==> src/rtl/vend_pkg.sv <==
// Types shared between the coin acceptor and the vending FSM, plus the
// pulse-width classification rule used by the acceptor.
package vend_pkg;

  typedef enum logic [1:0] {
    COIN_NONE = 2'b00,
    COIN_5    = 2'b01,
    COIN_10   = 2'b10
  } coin_t;

  typedef enum logic {
    IDLE    = 1'b0,
    MEASURE = 1'b1
  } meas_state_t;

  typedef enum logic [1:0] {
    CLS_NONE = 2'b00,
    CLS_5    = 2'b01,
    CLS_10   = 2'b10,
    CLS_BAD  = 2'b11
  } cls_t;

  // Glitches are checked first so a tiny pulse is never reported as bad.
  function automatic cls_t classify_width(
    input int unsigned w,
    input int unsigned glitch_max,
    input int unsigned w5_min,
    input int unsigned w5_max,
    input int unsigned w10_min,
    input int unsigned w10_max
  );
    if (w <= glitch_max) return CLS_NONE;
    if (w >= w5_min && w <= w5_max) return CLS_5;
    if (w >= w10_min && w <= w10_max) return CLS_10;
    return CLS_BAD;
  endfunction

endpackage

==> src/rtl/coin_fifo.sv <==
// DEPTH x 1-bit coin queue (0 = Rs5, 1 = Rs10). A push into a full queue is
// accepted only when a pop frees the head slot on the same edge.
module coin_fifo
  import vend_pkg::*;
#(
  parameter int unsigned DEPTH = 4
) (
  input  logic clk,
  input  logic reset,
  input  logic push,
  input  logic pop,
  input  logic din,
  output logic dout,
  output logic empty,
  output logic full
);

  localparam int unsigned AW = $clog2(DEPTH);

  logic [AW:0]      wr_q, wr_d;
  logic [AW:0]      rd_q, rd_d;
  logic [DEPTH-1:0] mem_q, mem_d;
  logic             empty_q, empty_d;
  logic             full_q, full_d;
  logic             do_push, do_pop;

  always_comb begin
    do_pop  = pop && !empty_q;
    do_push = push && (!full_q || do_pop);
    wr_d    = wr_q + (AW+1)'(do_push);
    rd_d    = rd_q + (AW+1)'(do_pop);
    mem_d   = mem_q;
    if (do_push) mem_d[wr_q[AW-1:0]] = din;
    // Wrap bit distinguishes full from empty when the index bits match.
    empty_d = (wr_d == rd_d);
    full_d  = (wr_d[AW] != rd_d[AW]) && (wr_d[AW-1:0] == rd_d[AW-1:0]);
  end

  always_ff @(posedge clk or posedge reset) begin
    if (reset) begin
      wr_q    <= '0;
      rd_q    <= '0;
      empty_q <= 1'b1;
      full_q  <= 1'b0;
    end else begin
      wr_q    <= wr_d;
      rd_q    <= rd_d;
      empty_q <= empty_d;
      full_q  <= full_d;
    end
  end

  always_ff @(posedge clk) begin
    mem_q <= mem_d;
  end

  assign dout  = mem_q[rd_q[AW-1:0]];
  assign empty = empty_q;
  assign full  = full_q;

endmodule

==> src/rtl/coin_acceptor.sv <==
// Coin acceptor front end: synchronizes and times the coin sensor pulse,
// classifies it, queues valid coins and issues them to the vending FSM.
module coin_acceptor
  import vend_pkg::*;
#(
  parameter int unsigned DEPTH      = 4,
  parameter int unsigned CNT_W      = 8,
  parameter int unsigned GLITCH_MAX = 3,
  parameter int unsigned W5_MIN     = 8,
  parameter int unsigned W5_MAX     = 15,
  parameter int unsigned W10_MIN    = 20,
  parameter int unsigned W10_MAX    = 31
) (
  input  logic  clk,
  input  logic  reset,
  input  logic  coin_sense,
  input  logic  vend_busy,
  output coin_t COIN,
  output logic  reject,
  output logic  queue_full
);

  localparam logic [CNT_W-1:0] CNT_MAX = '1;

  logic              sync1_q, sync1_d;
  logic              sync2_q, sync2_d;
  meas_state_t       state_q, state_d;
  logic [CNT_W-1:0]  cnt_q, cnt_d;
  coin_t             coin_q, coin_d;
  logic              reject_q, reject_d;

  cls_t              cls;
  logic              push, push_10, pop;
  logic              fifo_dout, fifo_empty, fifo_full;

  // Stage: two-flop synchronizer on the raw sensor level
  always_comb begin
    sync1_d = coin_sense;
    sync2_d = sync1_q;
  end

  // Stage: width measurement and classification on the falling edge of s
  always_comb begin
    state_d = state_q;
    cnt_d   = cnt_q;
    cls     = CLS_NONE;
    case (state_q)
      IDLE: begin
        if (sync2_q) begin
          state_d = MEASURE;
          cnt_d   = CNT_W'(1);
        end
      end
      MEASURE: begin
        if (sync2_q) begin
          if (cnt_q != CNT_MAX) cnt_d = cnt_q + 1'b1;
        end else begin
          state_d = IDLE;
          cnt_d   = '0;
          cls     = classify_width(32'(cnt_q), GLITCH_MAX, W5_MIN, W5_MAX,
                                   W10_MIN, W10_MAX);
        end
      end
      default: begin
        state_d = IDLE;
        cnt_d   = '0;
      end
    endcase
  end

  // Stage: issuer; a non-zero COIN blocks the next pop, forcing a 00 gap
  always_comb begin
    push     = (cls == CLS_5) || (cls == CLS_10);
    push_10  = (cls == CLS_10);
    pop      = !fifo_empty && !vend_busy && (coin_q == COIN_NONE);
    coin_d   = COIN_NONE;
    if (pop) begin
      if (fifo_dout) coin_d = COIN_10;
      else           coin_d = COIN_5;
    end
    reject_d = (cls == CLS_BAD) || (push && fifo_full && !pop);
  end

  always_ff @(posedge clk or posedge reset) begin
    if (reset) begin
      sync1_q  <= 1'b0;
      sync2_q  <= 1'b0;
      state_q  <= IDLE;
      cnt_q    <= '0;
      coin_q   <= COIN_NONE;
      reject_q <= 1'b0;
    end else begin
      sync1_q  <= sync1_d;
      sync2_q  <= sync2_d;
      state_q  <= state_d;
      cnt_q    <= cnt_d;
      coin_q   <= coin_d;
      reject_q <= reject_d;
    end
  end

  coin_fifo #(
    .DEPTH(DEPTH)
  ) u_fifo (
    .clk   (clk),
    .reset (reset),
    .push  (push),
    .pop   (pop),
    .din   (push_10),
    .dout  (fifo_dout),
    .empty (fifo_empty),
    .full  (fifo_full)
  );

  assign COIN       = coin_q;
  assign reject     = reject_q;
  assign queue_full = fifo_full;

endmodule

==> config.mk <==
export PLATFORM = sky130hd
export DESIGN_NAME = coin_acceptor
export DESIGN_NICKNAME = d
export VERILOG_FILES = /design/src/rtl/vend_pkg.sv /design/src/rtl/coin_fifo.sv /design/src/rtl/coin_acceptor.sv
export SDC_FILE = /design/constraint.sdc
export NUM_CORES = 1
export LEC_CHECK = 0
export CELL_PAD_IN_SITES_DETAIL_PLACEMENT = 1
export CELL_PAD_IN_SITES_GLOBAL_PLACEMENT = 2
export CORE_ASPECT_RATIO = 2
export CORE_MARGIN = 2
export CORE_UTILIZATION = 33
export DETAILED_ROUTE_END_ITERATION = 10
export DONT_BUFFER_PORTS = 1
export GPL_TIMING_DRIVEN = 0
export PLACE_DENSITY = 0.63
export SLEW_MARGIN = 20
export SYNTH_ARGS = -nofsm -noshare
export SYNTH_HDL_FRONTEND = slang
export SYNTH_SLANG_ARGS = --single-unit
export TNS_END_PERCENT = 1
==> constraint.sdc <==
create_clock -name clk -period 3.4 [get_ports clk]
set_input_delay 0.51 -clock clk [delete_from_list [all_inputs] [get_ports clk]]
set_output_delay 0.51 -clock clk [all_outputs]
set_load 0.005 [all_outputs]
==> impl_metrics.yaml <==
critical_path:
  endpoint_kind: "flop"
  required_ps: 3610
  crit_path_max_fanout: 9
  worst_ep_arrival_time_ps: 2790
  start_kind: "flop"
  timing_worst_setup_path_type: "flop to flop"
clock_network:
  hold_buffers: 0
  cts-buffers-inserted: 3
  path_clk_slew_ps: 90
  worstSkewPairLatency_ps: 270
  clock_sink_count: 26
  htree_levels: 1
  clk_path_buf_depth: 2
  cts_tree: "done"
  cts_setup_buffers: 0
  cts.repair.resized: 0
  cts-root-buf: "clkbuf_8"
global_routing:
  antenna_found_initial: 0
  grt_util_met3_pct: 2.58
  grt_pass1_vias: 919
  globalRouteMet2Util_pct: 26.4
  grt_max_degree: 23
  grt_use_met1_pct: 14.0
  track_usage_pct: 14.5
  busiest_layer: "met2"
  grt_pass1_wl_um: 4400
  grt.overflow.total: 0
route:
  routed_wl_um: 2540
  vias: 819
  drcViolationCount: 0
  drt_iter0_markers: 4
  wire_per_inst_um: 15.4
  ant_nets: 0
  firstDrtPassIters: 3
  viasPerCell: 4.96
placement:
  dp.cells: 161
  place.gp.congestion: 0.748
  port_buffers: 0
  dp_hpwl_um: 2040
synthesis:
  synth_seq_cells: 26
  ys_seq_area_share_pct: 53.6
  synth_area_um2: 1250
  async_flop_share_pct: 84.6
  synth_nets: 124
  synthCells: 112
  avgSynthCellArea_um2: 11.2
  synth-edff-count: 4
  ys_types: 35
  ys.warnings.count: 0
  synthFlopType: "dfrtp_1"
final_layout:
  mostFrequentLayoutCells: "dfrtp_1, nand2_1, inv_1"
  finalNonFillerCells: 165
  n_antenna_cell: 0
  multiInputGateArea_um2: 541
  postLayoutCoreUtil_pct: 37.9
  nets: 129
  area_growth_pct: 10.2
  drive_gt1_share_pct: 11.2
  fillCellCount: 431
  ff_latch_area_um2: 672
  final_common_cell: "dfrtp_1"
timing:
  clock_skew_ps: 2.83
  finalHoldViolCount: 0
  whs_ps: 254
  final-setup-viol-count: 0
  fin_crit_ps: 2580
  worst_slew_pin_slew_ps: 858
  maxSlewHeadroom_pct: 42.7
  finalCritPeriodShare_pct: 75.9
  rsz0062_at_grt: "false"
  finalSetupTns_ps: 0
  timing.final.max_slew_violations: 0
  fmax_mhz: 388
floorplan:
  io_pins: 8
  dieHeight_um: 91.2
  core_um2: 3650
  fp-row-count: 31
  dieArea_um2: 4340
  die_w_um: 47.6
  start_util_pct: 34.4
run_status:
  status: "complete, no violations"
power:
  leakagePower_nw: 0.603
  p_per_area_nw_per_um2: 594
  ir_drop_v: 0.000397
job:
  cap_violations: 0
min_path:
  min_path_type: "input pin to flop"
==> path summary, 6_finish.rpt <==
| path | from | endpoint | slack [ps] | depth (start not counted) |
|---|---|---|---|---|
| worst max-delay path | cnt_q[2] | u_fifo.full | 820 | 11 |
| worst min-delay path | coin_sense | sync1_q | 250 | 0 |
| worst max register to register | cnt_q[2] | u_fifo.full | 820 | 11 |
| worst min register to register | sync1_q | sync2_q | 370 | 0 |
| max in group asynchronous | reset | cnt_q[2] | 2580 | 1 |
| min in group asynchronous | reset | u_fifo.rd_q[2] | 290 | 1 |
==> synthesized netlist by cell type, types with 2 or more instances <==
| library cell | instances | share of area [%] |
|---|---|---|
| a21oi_1 | 4 | 1.6 |
| dfrtp_1 | 21 | 42 |
| edfxtp_1 | 4 | 9.6 |
| ha_1 | 8 | 8.0 |
| inv_1 | 9 | 2.7 |
| mux2i_1 | 2 | 1.6 |
| nand2_1 | 12 | 3.6 |
| nand2b_1 | 2 | 1.0 |
| nand3_1 | 3 | 1.2 |
| nand4_1 | 2 | 1.0 |
| nor2_1 | 8 | 2.4 |
| nor3_1 | 2 | 0.80 |
| o21ai_0 | 8 | 3.2 |
| xnor2_1 | 6 | 4.2 |
==> sequential cells by signal, indices dropped and copies added (netlist names), 2 cells and up <==
signal / count
COIN: 2
cnt_q: 8
u_fifo.mem_q: 4
u_fifo.wr_q: 3
u_fifo.rd_q: 3
==> area by class of cell <==
type / count / area share [%]
clock buffers: 4 / 4.80
well taps: 49 / 4.44
inverters: 9 / 2.45
flip-flops and latches: 26 / 48.6
plain buffers: 1 / 0.543
multi-input cells: 76 / 39.1
==> power breakdown <==
| part | total, mW | switching (mW) | internal [mW] | leakage [nW] |
|---|---|---|---|---|
| registers | 0.414 | 0.0472 | 0.367 | 0.318 |
| logic | 0.177 | 0.0890 | 0.0881 | 0.251 |
| clock network | 0.229 | 0.101 | 0.128 | 0.0339 |
==> metal layers <==
metal	up-vias	part of all wire, %
met5	-	0
met2	8	63
met4	0	2.7
li1	394	-
met1	410	33
met3	7	2.2
==> critical path: stages, from the launching register on <==
cell      delay (ps)
dfrtp_1          370
buf_4            160
or3_1            340
a21boi_0         180
nor2_1            80
ha_1             310
a21boi_4         230
ha_1             170
ha_1             170
xor2_1           210
xnor2_1          160
nor2b_1          140
==> kinds of logic after synthesis <==
group / after synthesis / share of synthesized area [%]
flip-flops: 26 / 53.6
adder cells (fa/ha/maj): 8 / 7.98
AND/OR/NAND/NOR: 39 / 16.7
multiplexers: 3 / 3.39
buffers and inverters: 10 / 3.29
XOR/XNOR: 7 / 4.89
AO/OA/AOI/OAI: 19 / 10.2
==> per-stage QoR <==
step | setup WS (ps) | cell area, µm² | power (mW)
detailed placement | 788 | 1320 | 0.606
global placement | 821 | 1320 | 0.601
CTS | 754 | 1380 | 0.837
floorplan | 1010 | 1250 | 0.554
global route | 590 | 1380 | 0.875
finish | 821 | 1380 | 0.820
Note: power is estimated with default switching activity, not from simulation.
